==> config.mk <==
export PLATFORM = sky130hd
export DESIGN_NAME = regfile_write_arbiter
export DESIGN_NICKNAME = d
export VERILOG_FILES = /design/src/rtl/regfile_pkg.sv /design/src/rtl/regfile_write_arbiter_rr_arb2.sv /design/src/rtl/register.sv /design/src/rtl/regfile_write_arbiter.sv
export SDC_FILE = /design/constraint.sdc
export NUM_CORES = 1
export LEC_CHECK = 0
export ABC_CLOCK_PERIOD_IN_PS = 3300
export BUFFER_PORTS_ARGS = -buffer_cell sky130_fd_sc_hd__buf_2
export CORE_AREA = 2 2 80 74
export DETAILED_ROUTE_END_ITERATION = 7
export DIE_AREA = 0 0 82 76
export PLACE_DENSITY = 0.81
export SLEW_MARGIN = 20
export SYNTH_ARGS = -nofsm -noshare
export SYNTH_HDL_FRONTEND = slang
export SYNTH_HIERARCHICAL = 1
export SYNTH_SLANG_ARGS = --single-unit
==> constraint.sdc <==
create_clock -name i_Clock -period 3.3 [get_ports i_Clock]
set_clock_uncertainty 0.15 [all_clocks]
set_input_delay 0.33 -clock i_Clock [delete_from_list [all_inputs] [get_ports i_Clock]]
set_output_delay 0.33 -clock i_Clock [all_outputs]
set_load 0.03 [all_outputs]
==> src/rtl/regfile_pkg.sv <==
// Shared types and constants for the register-file write arbiter.
package regfile_pkg;

    localparam int DEF_ADDR_WIDTH = 5;
    localparam int DEF_DATA_WIDTH = 32;
    localparam int REG_ZERO       = 0;

    typedef struct packed {
        logic                      valid;
        logic [DEF_ADDR_WIDTH-1:0] addr;
        logic [DEF_DATA_WIDTH-1:0] data;
    } wr_req_t;

endpackage

==> src/rtl/regfile_write_arbiter_rr_arb2.sv <==
// Two-way round-robin arbiter; R1 is forced once R0 has won MAX_STREAK times
// in a row while R1 was waiting.
module rr_arb2 #(
    parameter int MAX_STREAK = 4
) (
    input  logic clk,
    input  logic rst,
    input  logic valid0,
    input  logic valid1,
    output logic grant0,
    output logic grant1
);

    localparam int STREAK_W = $clog2(MAX_STREAK + 1);

    if (MAX_STREAK < 1) begin : g_bad_streak
        $error("MAX_STREAK must be at least 1");
    end

    logic                last_grant;
    logic [STREAK_W-1:0] streak;
    logic                force1;

    assign force1 = valid1 && (streak == STREAK_W'(MAX_STREAK));

    always_comb begin
        grant0 = 1'b0;
        grant1 = 1'b0;
        if (!rst) begin
            if (valid0 && valid1) begin
                grant1 = force1 || !last_grant;
                grant0 = !grant1;
            end else begin
                grant0 = valid0;
                grant1 = valid1;
            end
        end
    end

    // last_grant resets to R1 so that R0 wins the first conflict
    always_ff @(posedge clk) begin
        if (rst) begin
            last_grant <= 1'b1;
            streak     <= '0;
        end else begin
            if (grant1 || !valid1) begin
                streak <= '0;
            end else if (grant0 && streak != STREAK_W'(MAX_STREAK)) begin
                streak <= streak + 1'b1;
            end
            if (grant0) begin
                last_grant <= 1'b0;
            end else if (grant1) begin
                last_grant <= 1'b1;
            end
        end
    end

endmodule

==> src/rtl/register.sv <==
// Generic enabled register with synchronous reset to INIT; the read value is
// forced to INIT while reset is high so consumers see a cleared output at once.
module Register #(
    parameter int               WIDTH = 1,
    parameter logic [WIDTH-1:0] INIT  = '0
) (
    input  logic             clk,
    input  logic             rst,
    input  logic             en,
    input  logic [WIDTH-1:0] d,
    output logic [WIDTH-1:0] q
);

    logic [WIDTH-1:0] q_reg;

    always_ff @(posedge clk) begin
        if (rst) begin
            q_reg <= INIT;
        end else if (en) begin
            q_reg <= d;
        end
    end

    assign q = rst ? INIT : q_reg;

endmodule

==> src/rtl/regfile_write_arbiter.sv <==
// Shares the register-file write port between pipeline writeback (R0) and the
// long-latency unit (R1); one registered write per cycle, x0 writes dropped.
module regfile_write_arbiter
    import regfile_pkg::*;
#(
    parameter int DATA_WIDTH = DEF_DATA_WIDTH,
    parameter int ADDR_WIDTH = DEF_ADDR_WIDTH,
    parameter int MAX_STREAK = 4
) (
    input  logic                  i_Clock,
    input  logic                  i_Reset,
    input  logic                  i_Req0Valid,
    input  logic [ADDR_WIDTH-1:0] i_Req0Addr,
    input  logic [DATA_WIDTH-1:0] i_Req0Data,
    output logic                  o_Req0Ready,
    input  logic                  i_Req1Valid,
    input  logic [ADDR_WIDTH-1:0] i_Req1Addr,
    input  logic [DATA_WIDTH-1:0] i_Req1Data,
    output logic                  o_Req1Ready,
    output logic                  o_WrEnable,
    output logic [ADDR_WIDTH-1:0] o_WrAddr,
    output logic [DATA_WIDTH-1:0] o_WrData,
    output logic [ADDR_WIDTH-1:0] o_PendAddr,
    output logic                  o_PendValid
);

    logic                  grant0;
    logic                  grant1;
    logic                  any_grant;
    logic [ADDR_WIDTH-1:0] addr_p0;
    logic [DATA_WIDTH-1:0] data_p0;
    logic                  wr_en_p0;
    logic                  wr_en_p1;

    rr_arb2 #(
        .MAX_STREAK(MAX_STREAK)
    ) u_arb (
        .clk   (i_Clock),
        .rst   (i_Reset),
        .valid0(i_Req0Valid),
        .valid1(i_Req1Valid),
        .grant0(grant0),
        .grant1(grant1)
    );

    assign o_Req0Ready = grant0;
    assign o_Req1Ready = grant1;
    assign any_grant   = grant0 || grant1;

    assign addr_p0  = grant1 ? i_Req1Addr : i_Req0Addr;
    assign data_p0  = grant1 ? i_Req1Data : i_Req0Data;
    assign wr_en_p0 = any_grant && (addr_p0 != ADDR_WIDTH'(REG_ZERO));

    // ---- p0 -> p1: registered write port ----
    // The strobe register loads every cycle so it falls back to 0 without a grant
    Register #(.WIDTH(1), .INIT(1'b0)) u_wr_en (
        .clk(i_Clock), .rst(i_Reset), .en(1'b1), .d(wr_en_p0), .q(wr_en_p1)
    );

    Register #(.WIDTH(ADDR_WIDTH), .INIT('0)) u_wr_addr (
        .clk(i_Clock), .rst(i_Reset), .en(any_grant), .d(addr_p0), .q(o_WrAddr)
    );

    Register #(.WIDTH(DATA_WIDTH), .INIT('0)) u_wr_data (
        .clk(i_Clock), .rst(i_Reset), .en(any_grant), .d(data_p0), .q(o_WrData)
    );

    assign o_WrEnable  = wr_en_p1;
    assign o_PendValid = wr_en_p1;
    assign o_PendAddr  = o_WrAddr;

endmodule

* Yosys cells after proc, flatten, opt, wreduce, memory -nomap -nowiden
Cells that the tools add are included.
Storage, ports and cells: bits in registers 42, bits of input ports 78, output and inout port bits 46, logic and storage cells 32
Operators by class: $add $sub $neg 1, equality and inequality tests 2, multiplexer cells 11, reduce and logical (&&, ||, !) cells 13
Operator list (count):
- 32-bit two-way mux | 2
- 5-bit two-way mux | 2
- 1-bit two-way mux | 7
- 5-bit nonzero test | 1
- 1-bit logical AND | 4
- 3-bit by 1-bit adder with 3-bit output, second input constant | 1
- 3-bit == test, second input constant | 1
- 1-bit zero test | 3
- 1-bit logical OR | 3
- 3-bit inequality test, second input constant | 1
- 2-bit nonzero test | 1
- 2-bit OR reduction | 1

* Longest topological paths before layout
Gate-level depths: netlist of the first run.
depth after elaboration 8, depth in mapped cells 10, gate-level depth less buffers 9

* Hierarchy
The synthesis of the first run kept the hierarchy.
By module, submodules not included:
- Register (u_wr_data) | times used 1, cells an instance 139, area an instance 1387.6 µm², sequential area each 640.6 µm²
- regfile_write_arbiter | times used 1, cells an instance 51, area an instance 516.7 µm², sequential area each 0.0 µm²
- Register (u_wr_addr) | times used 1, cells an instance 22, area an instance 216.5 µm², sequential area each 100.1 µm²
- rr_arb2 | times used 1, cells an instance 22, area an instance 207.7 µm², sequential area each 80.1 µm²
- Register (u_wr_en) | times used 1, cells an instance 4, area an instance 40.0 µm², sequential area each 20.0 µm²

* Worst setup path after synthesis of the first run
Ideal clock, no wire load.
kind reg-to-reg, start point reg u_arb.streak[0], end point reg u_wr_en.q_reg, setup time 0.114 ns, data arrival time 2.974 ns, required time 3.036 ns, slack 0.062 ns, stages on the path, launching flop included 11, buffers on the path 1, clock period less this slack 3.238 ns, cell sequence dfxtp_1 -> inv_1 -> ha_1 -> nand2_1 -> a311oi_1 -> buf_6 -> mux2_4 -> or4_1 -> o21a_1 -> mux2i_1 -> nor2_1
On the way: word-level cells in the longest chain between the ends 8, elaborated cells on any way between the ends 12, those cells by class 1 x eq/ne; 5 x mux; 6 x reduce/logical
Ends and longest elaborated chain:
- from (decl) | RTL line regfile_write_arbiter_rr_arb2.sv:21 | logic [STREAK_W-1:0] streak;
- from (signal assigned) | RTL line regfile_write_arbiter_rr_arb2.sv:49 | streak <= streak + 1'b1;
- 3-bit == test | RTL line regfile_write_arbiter_rr_arb2.sv:24 | assign force1 = valid1 && (streak == STREAK_W'(MAX_STREAK));
- 1-bit logical AND | RTL line regfile_write_arbiter_rr_arb2.sv:24
- 1-bit logical OR | RTL line regfile_write_arbiter_rr_arb2.sv:31 | grant1 = force1 || !last_grant;
- 1-bit two-way mux | RTL line regfile_write_arbiter_rr_arb2.sv:30 | if (valid0 && valid1) begin
- 1-bit two-way mux | RTL line regfile_write_arbiter_rr_arb2.sv:29 | if (!rst) begin
- named net o_Req1Ready | RTL line regfile_write_arbiter.sv:19 | output logic o_Req1Ready,
- 5-bit two-way mux | RTL line regfile_write_arbiter.sv:50 | assign addr_p0 = grant1 ? i_Req1Addr : i_Req0Addr;
- named net addr_p0[1] | RTL line regfile_write_arbiter.sv:30 | logic [ADDR_WIDTH-1:0] addr_p0;
- 5-bit nonzero test | RTL line regfile_write_arbiter.sv:52 | assign wr_en_p0 = any_grant && (addr_p0 != ADDR_WIDTH'(REG_ZERO));
- 1-bit logical AND | RTL line regfile_write_arbiter.sv:52
- named net wr_en_p0 | RTL line regfile_write_arbiter.sv:32 | logic wr_en_p0;
- to (signal assigned) | RTL line register.sv:18 | q_reg <= INIT;
- to (signal assigned) | RTL line register.sv:20 | q_reg <= d;
- to (decl) | RTL line register.sv:14 | logic [WIDTH-1:0] q_reg;
The timed path passes the listed nets, and every way through them passes these cells. A chain may end at the register's enable or synchronous reset.

* Final worst setup path of the first run
start point reg u_arb.streak[0], end point reg u_wr_en.q_reg
On the way: word-level cells in the longest chain between the ends 8, elaborated cells on any way between the ends 12, those cells by class 1 x eq/ne; 5 x mux; 6 x reduce/logical
Ends and longest elaborated chain (RTL line):
- 3-bit == test | regfile_write_arbiter_rr_arb2.sv:24
- 1-bit logical AND | regfile_write_arbiter_rr_arb2.sv:24
- 1-bit logical OR | regfile_write_arbiter_rr_arb2.sv:31
- 1-bit two-way mux | regfile_write_arbiter_rr_arb2.sv:30
- 1-bit two-way mux | regfile_write_arbiter_rr_arb2.sv:29
- 5-bit two-way mux | regfile_write_arbiter.sv:50
- named net addr_p0[0] | regfile_write_arbiter.sv:30
- 5-bit nonzero test | regfile_write_arbiter.sv:52
- 1-bit logical AND | regfile_write_arbiter.sv:52
- named net wr_en_p0 | regfile_write_arbiter.sv:32
The timed path passes the listed nets, and every way through them passes these cells.

==> results.yml, run 1 <==
run_status:
  outcome: "completed"
sta:
  setup_viol: 0
  tightestPinTransition_ps: 705
  slew_viol_final: 0
  period_minus_slack_ps: 2740
  timing.final.crit_share_pct: 83.1
  relSlewSlack_pct: 53.0
  fin_tns_setup_ps: 0
  finalHoldViolations: 0
  fmax_ghz: 0.364
  rsz0062_at_grt: "no"
routing:
  wl_mm: 4.77
  drtAntennaViolNets: 0
  drtPass1Iterations: 4
  vias_per_cell: 4.68
  vias: 1969
  drtIter0Drc: 45
  drc: 0
  wl_per_cell_um: 11.3
placed_design:
  numPortBuffers: 123
  place_hpwl_mm: 3.69
  gp_congestion: 0.693
  placed_cells: 413
final_layout:
  fin_util_pct: 55.7
  drive_above_1_share_pct: 49.3
  layout.nets: 430
  largest_reg_flops: 32
  finalNonFillerCells: 421
  syn_to_final_growth_pct: 28.5
  antenna_cells: 0
clock_network:
  clk_latency_ps: 280
  clock-root-buffer: "clkbuf_8"
  cts_sinks: 42
  post-cts-setup-buffers: 0
  cts-htree-levels: 2
  clock_path_buffers: 2
  cts.clk_slew.worst_paths_ps: 70
  cts_buffers: 5
  cts_tree: "yes"
  holdBufCountCts: 0
  cts_resized: 0
yosys:
  synth_warnings: 6
  synth-seq-cells: 42
  yosysSeqAreaShare_pct: 35.5
  yosysTopAreaCellShare_pct: 35.5
  yosysMostFrequentCell: "dfxtp_1"
  synth_edf_count: 0
  syn-num-nets: 318
  ys.flop_type: "dfxtp_1"
  ys_top_cells_by_count: "42 x dfxtp_1, 38 x mux2i_1, 38 x nor2_1, 38 x nor2b_1, 35 x mux2_2"
  ys_top_cells_by_area: "dfxtp_1 35%, mux2_2 17%, mux2i_1 16%, nor2b_1 10%, nor2_1 6.0%"
  syn_avg_cell_area_um2: 9.95
  synth_area_leader_cell: "dfxtp_1"
  ys_async_sr_fraction_pct: 0
  syn_inst: 238
  yosysUniqueCellTypes: 27
  syn_area_um2: 2370
worst_setup_path:
  r2r_end: "u_wr_en/q_reg"
  worstSetupPathType: "reg -> reg"
  reg2reg_depth: 9
  r2r_setup_slack_ps: 560
  critPathLaunch: "u_arb/streak[0]"
  crit_path_end_kind: "flop"
  critPathRequiredTime_ps: 3300
  critical-path-max-stage-delay_ps: 520
  critical_path_buf_inv_count: 1
  critPathTopFamily: "simple AND/OR/NAND/NOR gates"
  worst-path-max-fanout: 6
  crit_arrival_ps: 2740
  cp-start-kind: "flop"
  worst_r2r_startpoint: "u_arb/streak[0]"
  slowest_stage: "or4_1"
  crit_end: "u_wr_en/q_reg"
  crit_cells: 9
  crit_chain: "inv_1 > ha_1 > nand2_1 > a311oi_4 > mux2_2 > or4_1 > o21a_1 > mux2i_1 > nor2_1"
grt:
  grt_start_max_net_pins: 80
  antenna_found_initial: 0
  overflow: 0
  track_usage_pct: 15.5
  grt_pass1_vias: 1930
  grt_pass1_wl_mm: 7.94
die:
  fp.dieH_um: 76
  fp.coreArea_um2: 5470
  rows: 26
  chipWidth_um: 82
  die-area_um2: 6230
  pin_count: 124
  start_util_pct: 43.3
pwr:
  seq_power_share_pct: 45.0
  power.internal_uw: 913
  clkPwrFrac_pct: 31.1
  cellLeakagePower_uw: 0.00150
  powerDensity_nw_per_um2: 409
  vdd_ir_drop_max_mv: 0.206
  pwr-share-comb_pct: 23.9
  finalPower_uw: 1240
  swShare_pct: 26.6
  p_sw_uw: 330
run:
  maxCapViolations: 0
hold_path:
  hold_depth: 2
  min_path_type: "in -> reg"
-- logic make-up after synthesis --
logic type | count (synthesis) | synth area share [%]
fa+ha+maj | 2 | 1.06
buf+inv | 28 | 8.82
flops | 42 | 35.5
compound gates | 6 | 2.06
mux | 75 | 34.0
simple gates | 84 | 18.4
other cells | 1 | 0.158
-- power by group through the flow --
stage          clock, uW  sequential [uW]  combinational [uW]
6_report             387              559                 297
5_1_grt              426              564                 325
4_1_cts              405              559                 300
3_5_place_dp           0              571                 299
3_3_place_gp           0              569                 292
2_1_floorplan          0              565                 232
-- layer usage --
layer	vias up	GRT usage [%]	part of all wire, %
met5	-	0	0
met4	0	4.50	1.0
met3	6	3.67	8.6
met2	73	28.5	50
met1	878	17.4	41
li1	1012	-	-
-- final cells by class --
class,count,area [um2]
Multi-Input combinational cell,168,1340
Inverter,5,18.8
Sequential cell,42,841
Tap cell,70,87.6
Fill cell,512,2420
Clock inverter,1,30.0
Timing Repair Buffer,128,653
Clock buffer,7,76.3
-- per-stage QoR --
stage / hold slack, ps / cell area, um2 / worst slack (ps)
finish: 166 / 3040 / 556
global route: 185 / 3040 / 399
CTS: 147 / 3040 / 545
detailed placement: 306 / 2940 / 562
global placement: 289 / 2940 / 680
floorplan: 252 / 2370 / 61.7
-- cell usage in the layout, fill, tap and decap left out, types with 2 or more instances in the layout --
| cell type | count |
|---|---|
| nor3b_1 | 2 |
| nor2_1 | 38 |
| inv_1 | 5 |
| clkbuf_8 | 5 |
| ha_1 | 2 |
| buf_2 | 123 |
| mux2_4 | 2 |
| nor2b_1 | 38 |
| mux2_2 | 35 |
| dfxtp_1 | 42 |
| clkbuf_1 | 2 |
| buf_4 | 5 |
| mux2i_1 | 38 |
-- how the worst min path moves through the flow --
stage                         start          endpoint  slack (ps)
floorplan                   i_Reset     u_wr_en/q_reg         250
global placement    u_arb/streak[0]   u_arb/streak[0]         290
detailed placement  u_arb/streak[0]   u_arb/streak[0]         310
global route            i_Req1Valid  u_arb/last_grant         180
finish                  i_Req1Valid  u_arb/last_grant         170
CTS                     i_Req1Valid  u_arb/last_grant         150
(Power assumes the default switching activity.)
==> run 2, diff against run 1 <==
Settings changed: ABC_CLOCK_PERIOD_IN_PS 3300 to 2700.
Clock period 3.3 ns to 2.7 ns, I/O delays scaled along.
==> results.yml, run 2 (synthesized netlist as in run 1, its figures left out) <==
die:
  rows: 26
  pin_count: 124
  start_util_pct: 43.3
  chipWidth_um: 82
  fp.dieH_um: 76
  die-area_um2: 6230
  fp.coreArea_um2: 5470
sta:
  period_minus_slack_ps: 2590
  fmax_ghz: 0.386
  relSlewSlack_pct: 52.5
  tightestPinTransition_ps: 712
  setup_viol: 0
  slew_viol_final: 0
  fin_tns_setup_ps: 0
  timing.final.crit_share_pct: 95.8
  rsz0062_at_grt: "no"
  finalHoldViolations: 0
clock_network:
  clock-root-buffer: "clkbuf_8"
  cts.clk_slew.worst_paths_ps: 70
  clock_path_buffers: 2
  cts_tree: "yes"
  clk_latency_ps: 280
  cts-htree-levels: 2
  holdBufCountCts: 0
  cts_buffers: 5
  cts_sinks: 42
routing:
  vias_per_cell: 4.64
  drtPass1Iterations: 4
  vias: 1963
  wl_mm: 4.73
  wl_per_cell_um: 11.2
  drtAntennaViolNets: 0
  drc: 0
  drtIter0Drc: 47
run:
  maxCapViolations: 0
pwr:
  powerDensity_nw_per_um2: 462
  finalPower_uw: 1420
  pwr-share-comb_pct: 26.2
  power.internal_uw: 1030
  p_sw_uw: 394
  clkPwrFrac_pct: 25.6
  cellLeakagePower_uw: 0.00152
  vdd_ir_drop_max_mv: 0.252
  seq_power_share_pct: 48.2
  swShare_pct: 27.7
hold_path:
  min_path_type: "in -> reg"
  hold_depth: 2
final_layout:
  antenna_cells: 0
  syn_to_final_growth_pct: 29.7
  layout.cells.most_common_list: "123 x buf_2, 41 x dfxtp_1, 38 x nor2b_1, 38 x mux2i_1, 38 x nor2_1"
  drive_above_1_share_pct: 51.3
  fin_area_um2: 3070
  fin_util_pct: 56.2
  layout_commonest_cell: "buf_2"
  largest_reg_flops: 32
  nFillCells: 513
  layout.nets: 433
placed_design:
  numPortBuffers: 123
  place_hpwl_mm: 3.57
  dpl_cell_area_um2: 2950
  gp_congestion: 0.675
worst_setup_path:
  crit_end: "u_wr_en/q_reg"
  worst-path-max-fanout: 5
  crit_path_end_kind: "flop"
  critPathRequiredTime_ps: 2690
  worstSetupPathType: "reg -> reg"
  cp-start-kind: "flop"
  r2r_end: "u_wr_en/q_reg"
  r2r_setup_slack_ps: 110
  critPathLaunch: "u_arb/streak[1]"
  crit_arrival_ps: 2580
  reg2reg_depth: 10
  worst_r2r_startpoint: "u_arb/streak[1]"
run_status:
  outcome: "completed"
grt:
  grt_start_max_net_pins: 79
  antenna_found_initial: 0
  grt_pass1_wl_mm: 7.63
  overflow: 0
  grt_pass1_vias: 1787
  track_usage_pct: 15.2
## run 2: cell types whose count changed in the layout (fill, tap and decap cells not counted), sizes merged
cell,before,now
buf,128,131
bufinv,1,0
## run 2: what timing repair did
| action | CTS | global route |
|---|---|---|
| gates resized for setup | 1 | 5 |
| setup buffers | 2 | 1 |
| setup endpoints to repair | 1 | 1 |
| pin swaps | 1 | 1 |
## run 2: worst min path at each step
| stage | endpoint | start |
|---|---|---|
| after global placement | u_arb/streak[0] | u_arb/streak[0] |
| after detailed placement | u_arb/streak[0] | u_arb/streak[0] |
| after floorplan | u_wr_en/q_reg | i_Reset |
| after CTS | u_arb/last_grant | i_Req1Valid |
| final | u_arb/last_grant | i_Req1Valid |
| after global routing | u_arb/last_grant | i_Req1Valid |
## run 2: power groups by stage
stage                     registers [uW]  logic, uW  clock network, uW
after CTS                            684        375                385
after global routing                 690        408                411
after floorplan                      692        286                  0
after detailed placement             697        371                  0
final                                684        372                363
after global placement               696        362                  0
## run 2: layer usage
layer	vias to the layer above	routed length (um)	global-route usage, %	part of all wire [%]
met2	81	2320	27.7	49
li1	1013	-	-	-
met4	0	41	4.50	0.87
met3	4	386	3.32	8.2
met1	865	1980	17.3	42
met5	-	0	0	0
## run 2: area by class of cell
| cell class | instances | area (um2) | area share, % |
|---|---|---|---|
| Clock buffer | 7 | 76.3 | 2.48 |
| Inverter | 5 | 18.8 | 0.611 |
| Sequential cell | 42 | 842 | 27.4 |
| Multi-Input combinational cell | 168 | 1360 | 44.1 |
| Timing Repair Buffer | 131 | 692 | 22.5 |
| Tap cell | 70 | 87.6 | 2.85 |
## run 2: metrics by stage
step	setup slack, ps	std cells	hold WS, ps
after detailed placement	-33.5	413	311
after global routing	13.1	423	128
after floorplan	0.636	238	192
after global placement	125	413	290
after CTS	13.9	422	102
final	112	423	128
## run 2: worst max-delay path, cell delays in order (launching register included)
cell      delay [ps]
dfxtp_1          320
inv_2             70
ha_4             140
nand2_2           70
a311oi_4         290
buf_6            160
mux2_2           350
or4_4            530
o21a_1           180
mux2i_1          130
nor2_1            50
==> run 3, diff against run 2 <==
Settings changed: BUFFER_PORTS_ARGS -buffer_cell sky130_fd_sc_hd__buf_2 to -buffer_cell sky130_fd_sc_hd__buf_4.
==> results.yml, run 3 (synthesized netlist as in run 1, its figures left out) <==
run_status:
  outcome: "completed"
grt:
  grt_pass1_wl_mm: 8.43
  track_usage_pct: 16.8
  antenna_found_initial: 0
  grt_pass1_vias: 2000
  overflow: 0
  grt_start_max_net_pins: 79
sta:
  period_minus_slack_ps: 2580
  setup_viol: 0
  rsz0062_at_grt: "no"
  tightestPinTransition_ps: 718
  slew_viol_final: 0
  fmax_ghz: 0.388
  relSlewSlack_pct: 52.1
  finalHoldViolations: 0
  timing.final.crit_share_pct: 95.6
  fin_tns_setup_ps: 0
final_layout:
  nFillCells: 467
  drive_above_1_share_pct: 51.8
  largest_reg_flops: 32
  layout_commonest_cell: "buf_4"
  finalNonFillerCells: 425
  antenna_cells: 0
  syn_to_final_growth_pct: 43.4
  layout.nets: 434
  layout.cells.most_common_list: "131 x buf_4, 40 x dfxtp_1, 38 x nor2b_1, 38 x mux2i_1, 38 x nor2_1"
placed_design:
  placed_cells: 414
  gp_congestion: 0.760
  numPortBuffers: 123
  place_hpwl_mm: 4.03
worst_setup_path:
  worstSetupPathType: "reg -> reg"
  critical_path_buf_inv_count: 2
  worst-path-max-fanout: 3
  r2r_setup_slack_ps: 120
  critical-path-max-stage-delay_ps: 530
  r2r_end: "u_wr_en/q_reg"
  critPathTopFamily: "simple AND/OR/NAND/NOR gates"
  crit_chain: "inv_2 > ha_4 > nand2_2 > a311oi_4 > buf_4 > mux2_2 > or4_1 > o21a_1 > mux2i_1 > nor2_1"
  critPathRequiredTime_ps: 2690
  worst_r2r_startpoint: "u_arb/streak[0]"
  reg2reg_depth: 10
  slowest_stage: "or4_1"
  cp-start-kind: "flop"
  crit_arrival_ps: 2570
  crit_path_end_kind: "flop"
pwr:
  seq_power_share_pct: 45.2
  pwr-share-comb_pct: 28.1
  cellLeakagePower_uw: 0.00160
  power.internal_uw: 1100
  powerDensity_nw_per_um2: 445
  p_sw_uw: 412
  swShare_pct: 27.3
  vdd_ir_drop_max_mv: 0.217
  clkPwrFrac_pct: 26.7
clock_network:
  cts_tree: "yes"
  clock_path_buffers: 2
  cts_buffers: 5
  holdBufCountCts: 0
  clk_latency_ps: 280
  cts.clk_slew.worst_paths_ps: 80
  cts_sinks: 42
  cts-htree-levels: 2
  clock-root-buffer: "clkbuf_8"
hold_path:
  hold_depth: 2
  holdPathEnd: "u_arb/last_grant"
  min_path_type: "in -> reg"
  min-delay-start: "i_Req1Valid"
run:
  maxCapViolations: 0
die:
  start_util_pct: 43.3
  chipWidth_um: 82
  rows: 26
  die-area_um2: 6230
  fp.coreArea_um2: 5470
  pin_count: 124
  fp.dieH_um: 76
routing:
  vias_per_cell: 4.76
  drc: 0
  drtIter0Drc: 53
  wl_mm: 5.34
  vias: 2021
  drtPass1Iterations: 4
  wl_per_cell_um: 12.6
  drtAntennaViolNets: 0
[run 3: cell count changes in the layout (fill, tap and decap cells not counted), sizes merged]
| cell | before | now |
|---|---|---|
| buf | 131 | 132 |
| clkinv | 0 | 1 |
[run 3: metal layers]
| layer | track usage (%) | wire [um] |
|---|---|---|
| met5 | 0 | 0 |
| met4 | 5.17 | 45 |
| met3 | 3.79 | 458 |
| met2 | 31.4 | 2710 |
| met1 | 18.3 | 2130 |
[run 3: worst max-delay path by stage]
stage	start	to	slack, ps	cells past startpoint
final	u_arb/streak[0]	u_wr_en/q_reg	120	10
after CTS	u_arb/streak[0]	u_wr_en/q_reg	10	10
after global placement	u_arb/streak[0]	u_wr_en/q_reg	160	10
after global routing	u_arb/streak[1]	u_wr_en/q_reg	3	10
after detailed placement	u_arb/streak[0]	u_wr_en/q_reg	20	10
after floorplan	u_arb/streak[0]	u_wr_en/q_reg	0.6	10
[run 3: worst reg2reg max path: stages (launching register included)]
cell and delay [ps]:
dfxtp_2 340, inv_2 60, ha_4 130, nand2_2 80, a311oi_4 290, buf_4 170, mux2_2 340, or4_1 530
o21a_1 180, mux2i_1 130, nor2_1 50
[run 3: layout make-up]
cell class | count | area, um2 | area share, %
Multi-Input combinational cell | 168 | 1350 | 39.8
Timing Repair Buffer | 132 | 1000 | 29.6
Sequential cell | 42 | 843 | 24.8
Tap cell | 70 | 87.6 | 2.58
Clock buffer | 7 | 86.3 | 2.54
Inverter | 5 | 18.8 | 0.553
Clock inverter | 1 | 5.00 | 0.147
[run 3: what timing repair did]
item                                    4_1_cts  5_1_grt
pin swaps                                     1        2
gates resized for setup                       0        5
gates cloned                                  0        0
buffers inserted                              2        1
endpoints found under the setup margin        1        1
[run 3: power by group through the flow]
stage	logic (uW)	clock network (uW)	registers [uW]
floorplan	286	0	692
detailed placement	424	0	697
global route	458	449	690
finish	425	404	684
global placement	415	0	696
CTS	427	422	684
[run 3: through the flow]
step / worst slack, ps / power, uW / hold WS, ps / area, um2 / util (%)
global route: 2.59 / 1600 / 83.8 / 3400 / 62.1
floorplan: 0.636 / 977 / 192 / 2390 / -
detailed placement: 19.8 / 1120 / 314 / 3270 / 59.8
CTS: 12.0 / 1530 / 87.0 / 3380 / 61.8
global placement: 164 / 1110 / 290 / 3270 / 59.8
finish: 120 / 1510 / 93.6 / 3400 / 62.1
